[src/rtl/axi_weight_write_scheduler_pkg.sv]
// Shared constants, FIFO entry layout and FSM encoding for the weight write scheduler.
package axi_weight_write_scheduler_pkg;

   localparam int NUM_WEIGHTS       = 76976;
   localparam int AXI_BASE_ADDR     = (512*256*3)+(32*64/4)+4;
   localparam int WEIGHT_ADDR_WIDTH = 17;

   // One accepted 32-bit beat: word index plus which 16-bit halves carry a weight.
   typedef struct packed {
      logic [WEIGHT_ADDR_WIDTH-2:0] word;
      logic [31:0]                  data;
      logic                         vlo;
      logic                         vhi;
   } fifo_entry_t;

   localparam int ENTRY_W = $bits(fifo_entry_t);

   typedef enum logic [1:0] {
      IDLE  = 2'd0,
      DRAIN = 2'd1,
      CLEAR = 2'd2
   } state_t;

endpackage

[src/rtl/weight_wr_fifo.sv]
// Small synchronous FIFO holding accepted AXI beats until the write port is free.
module weight_wr_fifo #(
   parameter int DATA_W = 50,
   parameter int DEPTH  = 4
) (
   input  logic                       clk,
   input  logic                       rst,
   input  logic                       push,
   input  logic [DATA_W-1:0]          push_data,
   input  logic                       pop,
   output logic [DATA_W-1:0]          head,
   output logic                       full,
   output logic                       empty,
   output logic [$clog2(DEPTH):0]     count
);

   localparam int AW = $clog2(DEPTH);

   logic [DATA_W-1:0] mem [DEPTH];
   logic [AW-1:0]     wr_ptr;
   logic [AW-1:0]     rd_ptr;
   logic [AW:0]       cnt;

   // Pointer and occupancy bookkeeping; simultaneous push and pop keeps occupancy.
   always_ff @(posedge clk) begin
      if (rst) begin
         wr_ptr <= '0;
         rd_ptr <= '0;
         cnt    <= '0;
      end else begin
         if (push) wr_ptr <= wr_ptr + AW'(1);
         if (pop)  rd_ptr <= rd_ptr + AW'(1);
         case ({push, pop})
            2'b10:   cnt <= cnt + (AW+1)'(1);
            2'b01:   cnt <= cnt - (AW+1)'(1);
            default: cnt <= cnt;
         endcase
      end
   end

   // Storage array; contents are don't-care while empty so it carries no reset.
   always_ff @(posedge clk) begin
      if (push) mem[wr_ptr] <= push_data;
   end

   assign head  = mem[rd_ptr];
   assign full  = (cnt == (AW+1)'(DEPTH));
   assign empty = (cnt == '0);
   assign count = cnt;

endmodule

[src/rtl/axi_weight_write_scheduler.sv]
// Serialises AXI-Lite weight beats onto the 16-bit weight-memory write port,
// runs the zero-fill clear engine and tracks load progress.
module axi_weight_write_scheduler
   import axi_weight_write_scheduler_pkg::*;
#(
   parameter int NUM_WEIGHTS    = axi_weight_write_scheduler_pkg::NUM_WEIGHTS,
   parameter int AXI_BASE_ADDR  = axi_weight_write_scheduler_pkg::AXI_BASE_ADDR,
   parameter int AXI_ADDR_WIDTH = 32,
   parameter int FIFO_DEPTH     = 4
) (
   input  logic                         clk,
   input  logic                         rst,
   input  logic [31:0]                  axi_wr_data,
   input  logic [AXI_ADDR_WIDTH-1:0]    axi_wr_addr,
   input  logic [3:0]                   axi_wr_strobe,
   input  logic                         axi_wr_en,
   output logic                         axi_wr_ready,
   input  logic                         clear_start,
   output logic                         clear_busy,
   output logic [15:0]                  weight_wr_data,
   output logic [WEIGHT_ADDR_WIDTH-1:0] weight_wr_addr,
   output logic                         weight_wr_en,
   output logic [WEIGHT_ADDR_WIDTH:0]   weight_count,
   output logic                         weights_loaded
);

   localparam int CNT_W = $clog2(FIFO_DEPTH) + 1;
   localparam logic [AXI_ADDR_WIDTH-1:0]    BASE_A   = AXI_ADDR_WIDTH'(AXI_BASE_ADDR);
   localparam logic [AXI_ADDR_WIDTH-1:0]    SPAN_A   = AXI_ADDR_WIDTH'(2*NUM_WEIGHTS);
   localparam logic [WEIGHT_ADDR_WIDTH-1:0] NUM_IDX  = WEIGHT_ADDR_WIDTH'(NUM_WEIGHTS);
   localparam logic [WEIGHT_ADDR_WIDTH-1:0] LAST_IDX = WEIGHT_ADDR_WIDTH'(NUM_WEIGHTS-1);
   localparam logic [WEIGHT_ADDR_WIDTH:0]   NUM_CNT  = (WEIGHT_ADDR_WIDTH+1)'(NUM_WEIGHTS);
   localparam logic [WEIGHT_ADDR_WIDTH:0]   CNT_LAST = (WEIGHT_ADDR_WIDTH+1)'(NUM_WEIGHTS-1);

   logic [AXI_ADDR_WIDTH-1:0]    off;
   logic                         in_range, vlo, vhi, accept, push, pop;
   fifo_entry_t                  push_entry, head;
   logic                         fifo_full, fifo_empty;
   logic [CNT_W-1:0]             fifo_count;
   state_t                       state_q, state_d;
   logic                         half_q, half_d, take_lo;
   logic [WEIGHT_ADDR_WIDTH-1:0] clr_idx_q, clr_idx_d, idx;
   logic                         clr_done, clear_busy_q;
   logic                         iss_en, iss_axi;
   logic [WEIGHT_ADDR_WIDTH-1:0] iss_addr;
   logic [15:0]                  iss_data;
   logic                         vld_p0;
   logic [WEIGHT_ADDR_WIDTH-1:0] addr_p0;
   logic [15:0]                  data_p0;
   logic [WEIGHT_ADDR_WIDTH:0]   count_q;
   logic                         loaded_q;

   // Beat decode: byte offset from weight 0, range test and half-word validity.
   assign off          = axi_wr_addr - BASE_A;
   assign in_range     = (axi_wr_addr >= BASE_A) && (off < SPAN_A);
   assign vlo          = (axi_wr_strobe[1:0] == 2'b11);
   assign vhi          = (axi_wr_strobe[3:2] == 2'b11);
   assign axi_wr_ready = ~fifo_full & ~clear_busy_q & ~rst;
   assign accept       = axi_wr_en & axi_wr_ready;
   assign push         = accept & in_range & (vlo | vhi);
   assign push_entry   = '{word: off[WEIGHT_ADDR_WIDTH:2], data: axi_wr_data, vlo: vlo, vhi: vhi};

   weight_wr_fifo #(
      .DATA_W (ENTRY_W),
      .DEPTH  (FIFO_DEPTH)
   ) u_fifo (
      .clk       (clk),
      .rst       (rst),
      .push      (push),
      .push_data (push_entry),
      .pop       (pop),
      .head      (head),
      .full      (fifo_full),
      .empty     (fifo_empty),
      .count     (fifo_count)
   );

   // Even half goes first when present; the odd half follows on the next cycle.
   assign take_lo = head.vlo & ~half_q;
   assign idx     = {head.word, ~take_lo};

   // Next-state and write-issue decisions for the drain/clear sequencer.
   always_comb begin
      state_d   = state_q;
      half_d    = half_q;
      clr_idx_d = clr_idx_q;
      clr_done  = 1'b0;
      pop       = 1'b0;
      iss_en    = 1'b0;
      iss_axi   = 1'b0;
      iss_addr  = addr_p0;
      iss_data  = data_p0;
      case (state_q)
         IDLE: begin
            if (!fifo_empty) begin
               state_d = DRAIN;
               half_d  = 1'b0;
            end else if (clear_busy_q) begin
               state_d   = CLEAR;
               clr_idx_d = '0;
            end
         end
         DRAIN: begin
            iss_addr = idx;
            iss_data = take_lo ? head.data[15:0] : head.data[31:16];
            iss_en   = (idx < NUM_IDX);
            iss_axi  = iss_en;
            if (take_lo && head.vhi) begin
               half_d = 1'b1;
            end else begin
               pop     = 1'b1;
               half_d  = 1'b0;
               // Continue straight into the next entry when one remains after this pop.
               state_d = ((fifo_count > CNT_W'(1)) || push) ? DRAIN : IDLE;
            end
         end
         CLEAR: begin
            iss_en   = 1'b1;
            iss_addr = clr_idx_q;
            iss_data = 16'h0000;
            if (clr_idx_q == LAST_IDX) begin
               clr_done = 1'b1;
               state_d  = IDLE;
            end else begin
               clr_idx_d = clr_idx_q + WEIGHT_ADDR_WIDTH'(1);
            end
         end
         default: state_d = IDLE;
      endcase
   end

   // Sequencer state, clear request latch and progress counters.
   always_ff @(posedge clk) begin
      if (rst) begin
         state_q      <= IDLE;
         half_q       <= 1'b0;
         clr_idx_q    <= '0;
         clear_busy_q <= 1'b0;
         count_q      <= '0;
         loaded_q     <= 1'b0;
      end else begin
         state_q   <= state_d;
         half_q    <= half_d;
         clr_idx_q <= clr_idx_d;
         if (clr_done)         clear_busy_q <= 1'b0;
         else if (clear_start) clear_busy_q <= 1'b1;
         if (clr_done) begin
            count_q  <= '0;
            loaded_q <= 1'b0;
         end else if (iss_axi && (count_q != NUM_CNT)) begin
            count_q  <= count_q + (WEIGHT_ADDR_WIDTH+1)'(1);
            loaded_q <= (count_q == CNT_LAST);
         end
      end
   end

   // Stage p0: registered write port; address and data hold when no write issues.
   always_ff @(posedge clk) begin
      if (rst) begin
         vld_p0  <= 1'b0;
         addr_p0 <= '0;
         data_p0 <= '0;
      end else begin
         vld_p0 <= iss_en;
         if (iss_en) begin
            addr_p0 <= iss_addr;
            data_p0 <= iss_data;
         end
      end
   end

   assign weight_wr_en   = vld_p0;
   assign weight_wr_addr = addr_p0;
   assign weight_wr_data = data_p0;
   assign clear_busy     = clear_busy_q;
   assign weight_count   = count_q;
   assign weights_loaded = loaded_q;

endmodule

[config.mk]
export PLATFORM = sky130hd
export DESIGN_NAME = axi_weight_write_scheduler
export DESIGN_NICKNAME = d
export VERILOG_FILES = /design/src/rtl/axi_weight_write_scheduler_pkg.sv /design/src/rtl/weight_wr_fifo.sv /design/src/rtl/axi_weight_write_scheduler.sv
export SDC_FILE = /design/constraint.sdc
export NUM_CORES = 1
export LEC_CHECK = 0
export CAP_MARGIN = 20
export CORE_ASPECT_RATIO = 0.7
export CORE_MARGIN = 1
export CORE_UTILIZATION = 55
export CTS_BUF_LIST = sky130_fd_sc_hd__clkbuf_8
export CTS_CLUSTER_SIZE = 20
export DETAILED_ROUTE_END_ITERATION = 7
export GPL_TIMING_DRIVEN = 0
export PLACE_DENSITY = 0.88
export SLEW_MARGIN = 20
export SYNTH_ARGS = -nofsm -noshare
export SYNTH_HDL_FRONTEND = slang
export SYNTH_SLANG_ARGS = --single-unit
[constraint.sdc]
create_clock -name clk -period 13.61 [get_ports clk]
set_clock_uncertainty 0.2 [all_clocks]
set_input_delay 2.722 -clock clk [delete_from_list [all_inputs] [get_ports clk]]
set_output_delay 2.722 -clock clk [all_outputs]
set_load 0.01 [all_outputs]
# [After elaboration in Yosys (flattened, before gate mapping)]
# Memory sizes are Yosys's and may differ from the RTL's. A register that Yosys moved wholly into a read port is not among the register bits.
# Index checks and enable logic that the tools add are counted.
[word_totals] ff_bits=81 latchBits=0 mem_bits_rw=200 mem_bits_ro=0 elab_cells=95 n_memories=1
[classes] addsub=7 mul=0 div_mod_pow=0 n_lt_le_gt_ge=4 eq_ne=17 shift=0 n_mux=27 n_bitwise=12 n_reduce_logical=15
[mem_list] name="u_fifo.mem" depth=4 word_bits=50 rd=1 rd_ports_with_merged_regs=1 wr=1 line_no="weight_wr_fifo.sv:19" rtl="logic [DATA_W-1:0] mem [DEPTH];"
[op_table] operator="$pmux W17 S2" count=2
[op_table] operator="$mux W17" count=3
[op_table] operator="$ge A32 B19 Y1 const B" count=1
[op_table] operator="$lt A32 B18 Y1 const B" count=1
[op_table] operator="$pmux W16 S2" count=1
[op_table] operator="$sub A32 B19 Y32 const B" count=1
[op_table] operator="$add A18 B1 Y18 const B" count=1
[op_table] operator="$eq A18 B17 Y1 const B" count=1
[op_table] operator="$ne A18 B17 Y1 const B" count=1
[op_table] operator="$add A17 B1 Y17 const B" count=1
[op_table] operator="$eq A17 B17 Y1 const B" count=1
[op_table] operator="$lt A17 B17 Y1 const B" count=1
[op_table] operator="$mux W16" count=1
[op_table] operator="$mux W2" count=6
[op_table] operator="$ne A2 B2 Y1 const B" count=6
[op_table] operator="$mux W1" count=10
[op_table] operator="$eq A2 B2 Y1 const B" count=4
[op_table] operator="$reduce_bool A2 Y1" count=4
[op_table] operator="$and A1 B1 Y1" count=6
[op_table] operator="$pmux W2 S3" count=1
[op_table] operator="$pmux W3 S2" count=1
[op_table] operator="$not A1 Y1" count=5
[op_table] operator="$add A2 B1 Y2 const B" count=2
[op_table] operator="$eq A2 B1 Y1 const B" count=2
[op_table] operator="15 further kinds" count=19

# [Longest topological paths before layout]
[depth] word_depth=11 mapped_depth=13

# [Cells and area by module]
# A second synthesis with hierarchy kept.
[unflattened] cells_unflattened=888 hier_area_um2=12411.9
[modules_own_cells] mod="weight_wr_fifo" instances=1 cells_per_inst=309 area_each_um2=7706.1 seq_area_each_um2=6185.9
[modules_own_cells] mod="axi_weight_write_scheduler" instances=1 cells_per_inst=579 area_each_um2=4705.8 seq_area_each_um2=1481.4

# [Least setup slack after synthesis]
# Ideal clock, no wire load.
[synth_timing] path_type="input to register" startpoint="in axi_wr_addr[6]" endpoint="mem u_fifo.mem[0][0], enable pin" setup_ns=0.413 t_arrival_ns=5.756 required_time_ns=12.997 path_slack_ns=7.241 stages=8 cell_sequence="buf_2 or4_4 o21ai_4 xor2_1 o311ai_1 a311oi_2 nor3_2 and2_1"
[synth_between] elab_chain_cells=7
[synth_rtl] element="start, declared" line_no="axi_weight_write_scheduler.sv:14" rtl="input logic [AXI_ADDR_WIDTH-1:0] axi_wr_addr,"
[synth_rtl] element="$sub A32 B19 Y32" line_no="axi_weight_write_scheduler.sv:54" rtl="assign off = axi_wr_addr - BASE_A;"
[synth_rtl] element="net off[10]" line_no="axi_weight_write_scheduler.sv:35" rtl="logic [AXI_ADDR_WIDTH-1:0] off;"
[synth_rtl] element="$lt A32 B18 Y1" line_no="axi_weight_write_scheduler.sv:55" rtl="assign in_range = (axi_wr_addr >= BASE_A) && (off < SPAN_A);"
[synth_rtl] element="$logic_and A1 B1 Y1" line_no="axi_weight_write_scheduler.sv:55"
[synth_rtl] element="$and A1 B1 Y1 (2 in a row)" line_no="axi_weight_write_scheduler.sv:60" rtl="assign push = accept & in_range & (vlo | vhi);"
[synth_rtl] element="$mux W1" line_no="weight_wr_fifo.sv:43" rtl="if (push) mem[wr_ptr] <= push_data;"
[synth_rtl] element="$mux W1 (implied by the code)" line_no="weight_wr_fifo.sv:43"
[synth_rtl] element="end, declared" line_no="weight_wr_fifo.sv:19"
# The timed path passes the listed nets, and every way through them passes these cells.

# [Worst setup path after layout]
[layout_timing] startpoint="in rst" endpoint="out axi_wr_ready"
[layout_between] elab_chain_cells=2
[layout_rtl] element="start, declared" line_no="axi_weight_write_scheduler.sv:12" rtl="input logic rst,"
[layout_rtl] element="$not A1 Y1" line_no="axi_weight_write_scheduler.sv:58" rtl="assign axi_wr_ready = ~fifo_full & ~clear_busy_q & ~rst;"
[layout_rtl] element="$and A1 B1 Y1" line_no="axi_weight_write_scheduler.sv:58"
[layout_rtl] element="end, declared" line_no="axi_weight_write_scheduler.sv:17" rtl="output logic axi_wr_ready,"
# Every way passes these cells.

==> results.py <==
metrics = {
    "setup_path": {
        "critPathMostFrequentCell": "sky130_fd_sc_hd__clkdlybuf4s50_1",
        "crit_path_cell_trace": "clkdlybuf4s50_1, a211oi_1, clkdlybuf4s50_1",
        "crit_fanout": 5,
        "end_kind": "primary output",
        "timing.critical_path.from_type": "primary input",
        "crit_required_ps": 10690,
        "slowest_stage": "sky130_fd_sc_hd__clkdlybuf4s50_1",
        "critical_path.max_stage_delay_ps": 680,
        "arrival_time_of_data_at_the_critical_path_endpoint_ps": 4590,
        "worst-setup-path-type": "in2out",
    },
    "timing": {
        "timing.final.setup_violations": 0,
        "timing.final.crit_share_pct": 55.2,
        "clock.fmax_mhz": 133,
        "slew_of_the_pin_with_the_lowest_slew_margin_ps": 838,
        "setup_total_negative_slack_ps": 0,
        "slew_violations": 0,
        "slew_headroom_pct": 43.6,
        "unrepaired_setup_endpoints_after_global_routing": "false",
        "hold_violations": 0,
        "finalWorstPathRequiredPeriod_ps": 7510,
    },
    "yosys": {
        "largest_family_of_logic_cells_by_synthesized_area": "multiplexers",
        "synth.yosys.seq_area_share_pct": 62.7,
        "post-synth-top-count-cell": "sky130_fd_sc_hd__edfxtp_1",
        "synth-edff-count": 200,
        "synth_commonest_cells": "200 x sky130_fd_sc_hd__edfxtp_1, 83 x sky130_fd_sc_hd__dfxtp_1, 80 x sky130_fd_sc_hd__nor2_1, 73 x sky130_fd_sc_hd__nand2_1, 50 x sky130_fd_sc_hd__mux4_2",
        "synth_nets": 959,
        "netlist_area_mm2": 0.0122,
        "ys_warn_count": 0,
        "yosys-top-cells-area": "sky130_fd_sc_hd__edfxtp_1 49%, sky130_fd_sc_hd__dfxtp_1 14%, sky130_fd_sc_hd__mux4_2 9.2%",
        "synth_ff_type": "sky130_fd_sc_hd__edfxtp_1",
        "share_of_the_synthesized_area_in_the_top_cell_type_pct": 49.1,
        "synth.lib_cells_used.distinct": 75,
        "yosys.area_share.simple_pct": 11.2,
        "async_set_reset_flop_share_out_of_synthesis_pct": 0,
        "synthCells": 870,
        "ys_ff_latch": 283,
        "syn-mean-instance-area_um2": 14.1,
        "synth-xor-area-share_pct": 2.79,
        "synth_largest_area_cell": "sky130_fd_sc_hd__edfxtp_1",
        "post_synthesis_adder_cell_area_fraction_pct": 1.74,
        "synth-compound-area-share_pct": 7.32,
        "synth_mux_area_share_pct": 11.4,
    },
    "cells_and_area": {
        "final_cell_area_mm2": 0.0147,
        "syn2layout_area_growth_pct": 20.3,
        "num_antenna_cells": 0,
        "fin_nets": 1129,
        "layout.filler_cells": 1437,
        "proportion_of_layout_cells_with_a_drive_suffix_above_1_pct": 16.9,
    },
    "global_route": {
        "grt_antenna_before_repair": 0,
        "grt-ovfl-total": 0,
        "global_route_wire_length_before_repair_um": 44400,
        "grt_max_degree": 51,
        "grtUsageTotal_pct": 25.1,
        "grt_pass1_vias": 8145,
    },
    "pwr": {
        "total_power_uw": 1740,
        "power.switching_fraction_pct": 23.1,
        "power_per_cell_area_mw_per_mm2": 118,
        "internal_power_uw": 1340,
        "power_leakage_uw": 0.00474,
        "power.combinational.fraction_pct": 7.6,
        "reg_power_share_pct": 53.8,
        "irDropWorstVdd_v": 0.0000662,
        "power_switching_uw": 401,
        "clock_power_share_pct": 38.6,
    },
    "min_path": {
        "path_category_of_the_worst_min_delay_check": "reg2reg",
    },
    "clock_tree": {
        "cts_inserted_buffers": 43,
        "clk_path_buf_depth": 3,
        "clkLatencyLatePin_ps": 550,
        "cts.sinks": 283,
        "maximum_level_of_the_cts_h_tree": 2,
        "clock_tree.root_cell": "sky130_fd_sc_hd__clkbuf_8",
        "clk_transition_reported_paths_ps": 60,
        "post_cts_buffers": 0,
        "ctsResizeCount": 0,
        "ctsHoldBuffers": 0,
        "cts_tree": "built",
    },
    "detailed_routing": {
        "routed_len_inst_um": 20.6,
        "drt_pass_1_iters": 5,
        "routed-via-count": 8144,
        "drc": 0,
        "wl_um": 27900,
        "antenna_left": 0,
        "routed_via_density": 6.00,
        "drt_iter0_drc": 847,
    },
    "floorplan": {
        "fp-row-count": 45,
        "starting_density_of_the_core_pct": 56.3,
        "fp.dieArea_mm2": 0.0228,
        "core-area_mm2": 0.0217,
        "ios": 127,
        "overall_die_height_um": 127,
        "fp.dieW_um": 180,
    },
    "placed_design": {
        "number_of_buffer_cells_added_on_primary_ports": 122,
        "detailedPlacementHpwl_um": 19200,
        "final_gp_congestion": 0.885,
        "placed_cell_area_mm2": 0.0139,
    },
    "flow_run": {
        "drv_cap": 0,
    },
    "status": {
        "run_status": "finished clean",
    },
}
-- routing by layer --
metal  vias up  routed length [um]  track usage (%)
met5         -                   0                0
met4         0                 512             8.14
met3        44                2680             5.68
met2       437               12600             38.1
met1      4012               12100             36.3
li1       3651                   -                -
-- power by group through the flow --
stage                     combinational (uW)  sequential [uW]  clock (uW)
final                                    132              935         670
after global routing                     142              935         717
after CTS                                131              935         676
after detailed placement                 130              953           0
after global placement                   126              953           0
after floorplan                         62.6              956           0
-- placed cells by master (no fill, tap or decap), drive strengths merged, types with 24 or more instances in the layout --
master           n
edfxtp         200
clkdlybuf4s50  122
dfxtp           83
nor2            80
nand2           73
clkbuf          61
inv             52
mux4            50
a21oi           35
nand3           32
buf             27
xnor2           24
-- sequential cells by signal, indices dropped and copies added, names as in the netlist, 2 cells and up, named ones only --
signal          cells
weight_wr_data     16
clr_idx_q          17
u_fifo.rd_ptr       2
weight_wr_addr     17
u_fifo.mem        200
u_fifo.count        3
u_fifo.wr_ptr       2
weight_count       18
state_q             2
-- per-stage QoR --
step                      hold slack, ps  instances  setup WS (ps)  utilization, %
after floorplan                      259        870           7240               -
after global placement               243       1274           5520            63.5
after detailed placement             251       1277           6160            63.9
after CTS                            259       1357           6160            67.7
after global routing                 281       1357           6020            67.7
final                                256       1357           6100            67.7
-- final timing paths --
kind | end | cells past startpoint | slack [ps] | from
max | axi_wr_ready | 3 | 6100 | rst
min reg2reg | weight_wr_data[8] | 2 | 260 | weight_wr_data[8]
max reg2reg | u_fifo.mem[1][37] | 9 | 9140 | u_fifo.count[0]
min | weight_wr_data[8] | 2 | 260 | weight_wr_data[8]
-- cell type report --
| type | count | area [um2] | share of cell area, % |
|---|---|---|---|
| buffer | 39 | 234 | 1.59 |
| clock buffer | 46 | 633 | 4.30 |
| clock inverter | 34 | 193 | 1.31 |
| inverter | 31 | 116 | 0.791 |
| multi-input combinational | 517 | 4220 | 28.7 |
| sequential | 283 | 7670 | 52.1 |
| tap | 282 | 353 | 2.40 |
| timing repair buffer | 125 | 1290 | 8.76 |
-- cell families after synthesis --
kind of cell / count (synthesis)
flip-flops: 283
AND/OR/NAND/NOR: 279
AO/OA/AOI/OAI: 107
multiplexers: 75
buffers and inverters: 70
XOR/XNOR: 39
adder cells (fa/ha/maj): 17
-- worst max-delay path: cells and delay by family --
kind                   cells  cell delay (ps)
buffers and inverters      2             1200
AO/OA/AOI/OAI              1              660
Note: power is estimated with default switching activity, not from simulation.
